## src/rtl/com_pkg.sv

```systemverilog
// Shared definitions for the command controller: btype codes, data_cmd field
// positions and the controller state encoding.
package com_pkg;

    localparam logic [3:0] BAG_INIT   = 4'h0;
    localparam logic [3:0] BAG_ACK    = 4'h1;
    localparam logic [3:0] BAG_NAK    = 4'h2;
    localparam logic [3:0] BAG_STL    = 4'h3;
    localparam logic [3:0] BAG_DIDX   = 4'h5;
    localparam logic [3:0] BAG_DPARAM = 4'h6;
    localparam logic [3:0] BAG_DDIDX  = 4'h7;
    localparam logic [3:0] BAG_ERROR  = 4'hF;

    localparam int DEV_LSB   = 28;
    localparam int DEV_MSB   = 31;
    localparam int DIDX_LSB  = 24;
    localparam int DIDX_MSB  = 27;
    localparam int PADDR_LSB = 20;
    localparam int PADDR_MSB = 23;
    localparam int PBYTE_LSB = 12;
    localparam int PBYTE_MSB = 19;

    typedef enum logic [2:0] {
        ST_IDLE, ST_WAIT, ST_LTCH, ST_DEC, ST_TXRQ, ST_RELS
    } state_e;

    typedef enum logic [1:0] {
        APPLY_NONE, APPLY_DEV, APPLY_DATA, APPLY_PARAM
    } apply_e;

endpackage

```

## src/rtl/com_ctrl_dec.sv

```systemverilog
// Combinational packet classifier: maps a latched btype and the config-busy
// flag to the reply type, which register to update and the error flag.
module com_ctrl_dec
    import com_pkg::*;
(
    input  logic [3:0] btype,
    input  logic       cfg_busy,
    output logic [3:0] resp,
    output logic [1:0] apply,
    output logic       skip_reply,
    output logic       is_err
);

    always_comb begin
        resp       = BAG_NAK;
        apply      = APPLY_NONE;
        skip_reply = 1'b0;
        is_err     = 1'b0;
        case (btype)
            BAG_DIDX, BAG_DDIDX, BAG_DPARAM: begin
                if (cfg_busy) begin
                    resp = BAG_STL;
                end else begin
                    resp = BAG_ACK;
                    case (btype)
                        BAG_DIDX:  apply = APPLY_DEV;
                        BAG_DDIDX: apply = APPLY_DATA;
                        default:   apply = APPLY_PARAM;
                    endcase
                end
            end
            // Host replies are terminal; nothing goes back to the host.
            BAG_ACK, BAG_NAK, BAG_STL: skip_reply = 1'b1;
            default: is_err = 1'b1;
        endcase
    end

endmodule

```

## src/rtl/com_ctrl.sv

```systemverilog
// Command controller: consumes decoded packets, updates config registers and
// requests the reply. Optional TXRQ timeout enabled by COM_CTRL_TIMEOUT_EN.
module com_ctrl
    import com_pkg::*;
#(
`ifdef COM_CTRL_TIMEOUT_EN
    parameter logic [15:0] TX_TIMEOUT = 16'd1024,
`endif
    parameter int ERR_W = 8
) (
    input  logic             clk,
    input  logic             rst,
    input  logic             rx_fs,
    output logic             rx_fd,
    input  logic [3:0]       rx_btype,
    input  logic [31:0]      rx_data_cmd,
    input  logic             cfg_busy,
    output logic [3:0]       device_idx,
    output logic [3:0]       data_idx,
    output logic [3:0]       dparam_addr,
    output logic [7:0]       dparam_data,
    output logic             dparam_we,
    output logic             tx_fs,
    output logic [3:0]       tx_btype,
    input  logic             tx_fd,
    output logic [ERR_W-1:0] err_cnt
);

    state_e state_q, state_d;
    logic [3:0] btype_q, btype_d, dev_l_q, dev_l_d, didx_l_q, didx_l_d, paddr_l_q, paddr_l_d;
    logic [7:0] pbyte_l_q, pbyte_l_d;
    logic [3:0] resp_q, resp_d;
    logic       skip_q, skip_d;
    logic [3:0] device_idx_q, device_idx_d, data_idx_q, data_idx_d;
    logic [3:0] dparam_addr_q, dparam_addr_d;
    logic [7:0] dparam_data_q, dparam_data_d;
    logic       dparam_we_q, dparam_we_d, tx_fs_q, tx_fs_d, rx_fd_q, rx_fd_d;
    logic [3:0] tx_btype_q, tx_btype_d;
    logic [ERR_W-1:0] err_cnt_q, err_cnt_d, err_inc;
`ifdef COM_CTRL_TIMEOUT_EN
    logic [15:0] tmo_q, tmo_d;
`endif

    logic [3:0] dec_resp;
    logic [1:0] dec_apply;
    logic       dec_skip, dec_err;
    logic       unused_cmd_bits;

    assign unused_cmd_bits = ^rx_data_cmd[PBYTE_LSB-1:0];

    com_ctrl_dec u_dec (
        .btype      (btype_q),
        .cfg_busy   (cfg_busy),
        .resp       (dec_resp),
        .apply      (dec_apply),
        .skip_reply (dec_skip),
        .is_err     (dec_err)
    );

    assign err_inc = (err_cnt_q == {ERR_W{1'b1}}) ? err_cnt_q : err_cnt_q + 1'b1;

    // The decision is taken on the edge into DEC so the strobe and register
    // updates are visible during DEC and the reply can go out as DEC ends.
    always_comb begin
        state_d       = state_q;
        btype_d       = btype_q;
        dev_l_d       = dev_l_q;
        didx_l_d      = didx_l_q;
        paddr_l_d     = paddr_l_q;
        pbyte_l_d     = pbyte_l_q;
        resp_d        = resp_q;
        skip_d        = skip_q;
        device_idx_d  = device_idx_q;
        data_idx_d    = data_idx_q;
        dparam_addr_d = dparam_addr_q;
        dparam_data_d = dparam_data_q;
        dparam_we_d   = 1'b0;
        tx_fs_d       = tx_fs_q;
        tx_btype_d    = tx_btype_q;
        rx_fd_d       = rx_fd_q;
        err_cnt_d     = err_cnt_q;
`ifdef COM_CTRL_TIMEOUT_EN
        tmo_d         = tmo_q;
`endif
        case (state_q)
            ST_IDLE: state_d = ST_WAIT;
            ST_WAIT: begin
                if (rx_fs) begin
                    state_d   = ST_LTCH;
                    btype_d   = rx_btype;
                    dev_l_d   = rx_data_cmd[DEV_MSB:DEV_LSB];
                    didx_l_d  = rx_data_cmd[DIDX_MSB:DIDX_LSB];
                    paddr_l_d = rx_data_cmd[PADDR_MSB:PADDR_LSB];
                    pbyte_l_d = rx_data_cmd[PBYTE_MSB:PBYTE_LSB];
                end
            end
            ST_LTCH: begin
                state_d = ST_DEC;
                resp_d  = dec_resp;
                skip_d  = dec_skip;
                case (dec_apply)
                    APPLY_DEV:  device_idx_d = dev_l_q;
                    APPLY_DATA: data_idx_d   = didx_l_q;
                    APPLY_PARAM: begin
                        dparam_we_d   = 1'b1;
                        dparam_addr_d = paddr_l_q;
                        dparam_data_d = pbyte_l_q;
                    end
                    default: ;
                endcase
                if (dec_err) err_cnt_d = err_inc;
            end
            ST_DEC: begin
                if (skip_q) begin
                    state_d = ST_RELS;
                end else begin
                    state_d    = ST_TXRQ;
                    tx_fs_d    = 1'b1;
                    tx_btype_d = resp_q;
`ifdef COM_CTRL_TIMEOUT_EN
                    tmo_d      = 16'd0;
`endif
                end
            end
            ST_TXRQ: begin
                if (tx_fd) begin
                    state_d    = ST_RELS;
                    tx_fs_d    = 1'b0;
                    tx_btype_d = 4'h0;
`ifdef COM_CTRL_TIMEOUT_EN
                end else if (tmo_q == TX_TIMEOUT - 16'd1) begin
                    state_d    = ST_RELS;
                    tx_fs_d    = 1'b0;
                    tx_btype_d = 4'h0;
                    err_cnt_d  = err_inc;
                end else begin
                    tmo_d = tmo_q + 16'd1;
`endif
                end
            end
            ST_RELS: begin
                if (!rx_fs) begin
                    state_d = ST_WAIT;
                    rx_fd_d = 1'b0;
                end else begin
                    rx_fd_d = 1'b1;
                end
            end
            default: state_d = ST_IDLE;
        endcase
    end

    always_ff @(posedge clk or posedge rst) begin
        if (rst) begin
            state_q       <= ST_IDLE;
            btype_q       <= 4'h0;
            dev_l_q       <= 4'h0;
            didx_l_q      <= 4'h0;
            paddr_l_q     <= 4'h0;
            pbyte_l_q     <= 8'h0;
            resp_q        <= 4'h0;
            skip_q        <= 1'b0;
            device_idx_q  <= 4'h0;
            data_idx_q    <= 4'h0;
            dparam_addr_q <= 4'h0;
            dparam_data_q <= 8'h0;
            dparam_we_q   <= 1'b0;
            tx_fs_q       <= 1'b0;
            tx_btype_q    <= 4'h0;
            rx_fd_q       <= 1'b0;
            err_cnt_q     <= '0;
`ifdef COM_CTRL_TIMEOUT_EN
            tmo_q         <= 16'd0;
`endif
        end else begin
            state_q       <= state_d;
            btype_q       <= btype_d;
            dev_l_q       <= dev_l_d;
            didx_l_q      <= didx_l_d;
            paddr_l_q     <= paddr_l_d;
            pbyte_l_q     <= pbyte_l_d;
            resp_q        <= resp_d;
            skip_q        <= skip_d;
            device_idx_q  <= device_idx_d;
            data_idx_q    <= data_idx_d;
            dparam_addr_q <= dparam_addr_d;
            dparam_data_q <= dparam_data_d;
            dparam_we_q   <= dparam_we_d;
            tx_fs_q       <= tx_fs_d;
            tx_btype_q    <= tx_btype_d;
            rx_fd_q       <= rx_fd_d;
            err_cnt_q     <= err_cnt_d;
`ifdef COM_CTRL_TIMEOUT_EN
            tmo_q         <= tmo_d;
`endif
        end
    end

    assign rx_fd       = rx_fd_q;
    assign device_idx  = device_idx_q;
    assign data_idx    = data_idx_q;
    assign dparam_addr = dparam_addr_q;
    assign dparam_data = dparam_data_q;
    assign dparam_we   = dparam_we_q;
    assign tx_fs       = tx_fs_q;
    assign tx_btype    = tx_btype_q;
    assign err_cnt     = err_cnt_q;

endmodule

```

## config.mk

```make
export PLATFORM = sky130hd
export DESIGN_NAME = com_ctrl
export DESIGN_NICKNAME = d
export VERILOG_FILES = /design/src/rtl/com_pkg.sv /design/src/rtl/com_ctrl_dec.sv /design/src/rtl/com_ctrl.sv
export SDC_FILE = /design/constraint.sdc
export NUM_CORES = 1
export LEC_CHECK = 0
export BUFFER_PORTS_ARGS = -buffer_cell sky130_fd_sc_hd__buf_2
export CAP_MARGIN = 20
export CORE_MARGIN = 4
export CORE_UTILIZATION = 56
export CTS_CLUSTER_DIAMETER = 120
export DETAILED_ROUTE_END_ITERATION = 10
export MAX_ROUTING_LAYER = met4
export PLACE_DENSITY_LB_ADDON = 0.12
export SLEW_MARGIN = 20
export SYNTH_ARGS = -nofsm -noshare
export SYNTH_HDL_FRONTEND = slang
export SYNTH_HIERARCHICAL = 1
export SYNTH_SLANG_ARGS = --single-unit
```

## constraint.sdc

```tcl
create_clock -name clk -period 5.32 [get_ports clk]
set_input_delay 0 -clock clk [delete_from_list [all_inputs] [get_ports clk]]
set_output_delay 0 -clock clk [all_outputs]
set_load 0.01 [all_outputs]
```

## Word-level counts from Yosys, hierarchy flattened

Cells that the tools add are included.

| operators by class | value |
|---|---|
| add/subtract/negate cells | 1 |
| $mul | 0 |
| divide/modulo/power cells | 0 |
| magnitude comparators | 0 |
| equality and inequality tests | 19 |
| shifts and indexed selects | 0 |
| multiplexer cells | 20 |
| bitwise gates (word level) | 2 |
| reductions and logical operators | 12 |

Operators by type and width:

| kind | count |
|---|---|
| $pmux 3 s6 | 1 |
| $eq 4x3->1 const B | 3 |
| $mux 4 | 3 |
| $mux 3 | 3 |
| $reduce_and 3->1 | 3 |
| $add 8x1->8 const B | 1 |
| $eq 4x2->1 const B | 2 |
| $eq 8x8->1 const B | 1 |
| $ne 2x2->1 const B | 4 |
| $pmux 4 s2 | 1 |
| $reduce_and 2->1 | 4 |
| $mux 1 | 7 |
| $eq 3x2->1 const B | 2 |
| $eq 3x3->1 const B | 2 |
| $mux 2 | 3 |
| $reduce_or 3->1 | 2 |
| $reduce_or 6->1 | 1 |
| $eq 2x2->1 const B | 2 |
| $eq 4x1->1 const B | 1 |
| $pmux 2 s2 | 1 |
| $eq 3x1->1 const B | 1 |
| $logic_not 3->1 | 1 |
| $eq 2x1->1 const B | 1 |
| $not 1->1 | 2 |
| other kinds (2) | 2 |

| word-level totals | value |
|---|---|
| flip-flop bits (word level) | 67 |
| bits in latches | 0 |
| bits in writable memories | 0 |
| ROM bits | 0 |
| bits of input ports | 41 |
| output and inout bits | 35 |
| word-level logic and storage cells | 71 |
| memories | 0 |

## Logic depth before layout (Yosys ltp)

| depth | value |
|---|---|
| depth in word-level cells | 7 |
| depth in mapped cells | 5 |
| gate-level depth less buffers | 4 |

## Hierarchy

Netlist, hierarchy kept.

By module, submodules not included:

| module | instances | cells each | area each (µm²) | sequential area each (µm²) |
|---|---|---|---|---|
| com_ctrl | 1 | 177 | 2713.9 | 1676.6 |
| com_ctrl_dec | 1 | 12 | 76.3 | 0.0 |

## Worst setup path before layout

OpenSTA, ideal clock, no wires.

| path | value |
|---|---|
| path kind | reg2reg |
| from | register state_q[2] |
| to | register device_idx_q[0] (netlist: device_idx[0]) |
| setup time | 125 ps |
| data arrival time | 1508 ps |
| required time | 5195 ps |
| setup slack | 3687 ps |
| stages on the path, launching flop included | 5 |
| path buffers | 1 |
| cells stage by stage | dfrtp_1 buf_2 nor3b_4 and3b_1 mux2_2 |

| between the ends | value |
|---|---|
| word-level cells in the longest chain between the ends | 2 |

RTL lines:

| what | line | RTL |
|---|---|---|
| start, declared | com_ctrl.sv:29 | `state_e state_q, state_d;` |
| start signal, assigned | com_ctrl.sv:176 | `state_q <= state_d;` |
| $eq 3x2->1 | com_ctrl.sv:85 | `case (state_q)` |
| $reduce_and 2->1 (no source line) | n/a |  |
| end signal, assigned | com_ctrl.sv:184 | `device_idx_q <= device_idx_d;` |
| end, declared | com_ctrl.sv:34 | `logic [3:0] device_idx_q, device_idx_d, data_idx_q, data_idx_d;` |

Every way passes these cells.
A chain may end at the register's enable or synchronous reset.

## Final worst setup path

| path | value |
|---|---|
| from | register btype_q[1] |
| to | register err_cnt_q[6] (netlist: err_cnt[6]) |

| between the ends | value |
|---|---|
| word-level cells in the longest chain between the ends | 4 |
| elaborated cells on any way between the ends | 9 |
| those cells by class | 6 x eq/ne; 1 x bitwise; 2 x reduce/logical |

RTL lines:

| what | line | RTL |
|---|---|---|
| start, declared | com_ctrl.sv:30 | `logic [3:0] btype_q, btype_d, dev_l_q, dev_l_d, didx_l_q, didx_l_d, paddr_l_q, paddr_l_d;` |
| start signal, assigned | com_ctrl.sv:177 | `btype_q <= btype_d;` |
| $eq 4x1->1, or another cell as far along | com_ctrl_dec.sv:19 | `case (btype)` |
| $reduce_or 6->1 (no source line) * | n/a |  |
| $not 1->1 (no source line) * | n/a |  |
| $reduce_and 3->1 (no source line) * | n/a |  |
| end signal, assigned | com_ctrl.sv:192 | `err_cnt_q <= err_cnt_d;` |
| end, declared | com_ctrl.sv:39 | `logic [ERR_W-1:0] err_cnt_q, err_cnt_d, err_inc;` |

Every way passes the cells marked *; elsewhere a longest branch is shown, timed or not.

==> results_dict.tcl <==
set metrics [dict create \
    fin_skew_ps 7.63 \
    tns_ps 0 \
    die_area_mm2 0.00618 \
    fp.dieW_um 78.6 \
    row_count 25 \
    min_to "resp_q[1]" \
    cts_buffers 9 \
    grt_overflow 0 \
    ir_drop_v 0.000331 \
    cts_tree "done" \
    wl_per_cell_um 14.3 \
    cp.arrival_ps 2060 \
    finalNetCount 326 \
    cts_setup_buffers 0 \
    status "finished, final reports clean" \
    route.detailed.drc 0 \
    synth_warnings 6 \
    min_path_type "in2reg" \
    rsz0062_at_grt "false" \
    via_count 1777 \
    worstPathMaxFanout 8 \
    final-setup-viol-count 0 \
    grt_pass1_vias 1910 \
    place_congestion 0.759 \
    via_per_inst 4.99 \
    timing_hold_violations_final 0 \
    cp_slowest_stage_delay_ps 430 \
    crit_chain "o21bai_1, nand4bb_1, nor3_1, mux2_2" \
    fin_hold_ws_ps 28.1 \
    core_area_mm2 0.00479 \
    ant_nets 0 \
    p_per_area_mw_per_mm2 466 \
    grt_max_degree 68 \
    worstMarginPinSlew_ps 784 \
    drt_iter0_drc 69 \
    antenna-diode-count 0 \
    syn_area_mm2 0.00279 \
    period_minus_slack_ps 1840 \
    synth_cells 189 \
    fmax_mhz 545 \
    gr-usage-all-layers_pct 18.7 \
    maxSlewViolCount 0 \
    drive_gt1_share_pct 47.8 \
    ys_seq_area_share_pct 60.1 \
    startpoint_type "flip-flop" \
    cts-htree-levels 3 \
    clockBufferDepth 2 \
    slew_headroom_pct 47.7 \
    maxCapViolCount 0 \
    numClockSinks 67 \
    grt_pass1_wl_um 8770 \
    yosysUniqueCellTypes 43 \
    swShare_pct 29.2 \
    io_buffers 63 \
    io_pins 76 \
    switchingPower_w 0.000493 \
    async_flop_share_pct 100 \
    power_leakage_nw 1.83 \
    p_seq_share_pct 47.5 \
    start_util_pct 58.3 \
    synth_area_per_cell_um2 14.8 \
    reg2reg_to "err_cnt[6]" \
    worstReg2RegStart "btype_q[1]" \
    drtPass1Iterations 4 \
    synth_edf_count 0 \
    power_frac_comb_pct 26.7 \
    synthToLayoutAreaGrowth_pct 30.1 \
    cp.required_ps 5540 \
    slowest_stage "dfrtp_1" \
    worst-setup-path-type "reg2reg" \
    holdPathStages 4 \
    p_int_w 0.00120 \
    reg2regPathDepth 4 \
    hp-start "cfg_busy" \
    finalCritPeriodShare_pct 34.5 \
    r2r_setup_slack_ps 3480 \
    wirelength_um 5090 \
    die_y_um 78.6 \
    clock_tree.root_cell "clkbuf_8" \
    power_frac_clock_pct 25.8 \
    synth_seq_cells 67 \
    end_kind "flip-flop" \
    yosys_most_used_dff "dfrtp_1" \
    clk_pin_slew_ps 70 \
    clock_latency_ps 330 \
    antenna_found_initial 0 \
    dpl.hpwl_um 3350 \
]
-- kinds of logic after synthesis --
| logic type | Yosys count | share of synthesized area [%] |
|---|---|---|
| multiplexers | 53 | 22.6 |
| XOR/XNOR | 5 | 1.57 |
| adder cells (fa/ha/maj) | 1 | 0.448 |
| AND/OR/NAND/NOR | 31 | 8.03 |
| other | 1 | 0.134 |
| buffers and inverters | 13 | 2.47 |
| AO/OA/AOI/OAI | 18 | 4.71 |
| flip-flops | 67 | 60.1 |
-- synth_stat cells (all sizes together), types with 2 or more instances --
| cell | instances | area, um^2 |
|---|---|---|
| mux2 | 52 | 619 |
| or3 | 2 | 12.5 |
| a21o | 2 | 15.0 |
| o21ai | 3 | 15.0 |
| nand3b | 2 | 15.0 |
| a211oi | 3 | 22.5 |
| inv | 5 | 18.8 |
| buf | 7 | 46.3 |
| xor2 | 4 | 35.0 |
| nand2 | 3 | 11.3 |
| and2 | 2 | 12.5 |
| dfrtp | 67 | 1680 |
| nor3b | 3 | 38.8 |
| nor3 | 2 | 10.0 |
| nand3 | 5 | 37.5 |
| nor2 | 4 | 17.5 |
| a22o | 4 | 35.0 |
-- per-layer routing --
layer	track usage, %	vias up	part of all wire (%)
li1	-	864	-
met1	22.7	869	44
met2	30.5	37	51
met3	3.90	7	3.7
met4	7.69	0	1.5
met5	-	-	0
-- worst max-delay path by stage --
stage / start / end / slack (ps) / cells past startpoint
finish: btype_q[1] / err_cnt[6] / 3480 / 4
global route: btype_q[1] / err_cnt[6] / 3340 / 4
CTS: btype_q[1] / err_cnt[6] / 3470 / 4
detailed placement: btype_q[1] / err_cnt[6] / 3490 / 4
global placement: state_q[2] / device_idx[1] / 3500 / 3
floorplan: rst / btype_q[0] / 3640 / 1
-- timing repair --
item / CTS / global route
hold endpoints to repair: 93 / 0
gates resized for setup: 0 / 0
endpoints found under the setup margin: 0 / 0
hold buffers: 26 / 0
-- critical path, delay by kind of cell (launching register included) --
| family | cells | cell delay, ps |
|---|---|---|
| mux | 1 | 350 |
| simple gates | 2 | 620 |
| flops | 1 | 430 |
| compound gates | 1 | 330 |
-- stage by stage --
stage	setup WS (ps)	util [%]	power (W)	area [um^2]	std cells
4_1_cts	3470	75.9	0.00171	3630	356
5_1_grt	3340	75.9	0.00180	3630	356
3_5_place_dp	3490	66.0	0.00126	3160	314
6_report	3480	75.9	0.00169	3630	356
2_1_floorplan	3640	-	0.00112	2790	190
3_3_place_gp	3500	66.0	0.00123	3160	314
-- power by group through the flow --
stage | sequential, W | clock [W] | combinational [W]
after floorplan | 0.000795 | 0 | 0.000329
after global placement | 0.000803 | 0 | 0.000426
after detailed placement | 0.000815 | 0 | 0.000443
after CTS | 0.000805 | 0.000443 | 0.000459
after global routing | 0.000831 | 0.000466 | 0.000499
final | 0.000804 | 0.000437 | 0.000451
-- flip-flops by register name, summed over array words and instances, names as in the netlist, 3 cells and up --
signal       count
btype_q          4
data_idx         4
pbyte_l_q        8
resp_q           4
dparam_data      8
paddr_l_q        4
didx_l_q         4
tx_btype         4
dev_l_q          4
err_cnt          8
state_q          3
device_idx       4
dparam_addr      4
-- area by class of cell --
cell class	instances	area, um^2
fillers	316	1150
repair buffers	91	591
inverters	5	18.8
well taps	67	83.8
multi-input cells	110	1050
flip-flops and latches	67	1680
clock inverters	4	47.5
clock buffers	12	165
-- cell usage in the layout (no fill, tap or decap), types with 4 or more instances in the layout --
master	instances
dfrtp_1	67
buf_2	63
mux2_2	43
dlygate4sd3_1	26
clkbuf_8	12
mux2_4	9
nand3_1	4
xor2_1	4
inv_1	4
a22o_1	4
No activity file was read; power rests on OpenSTA's default activity.
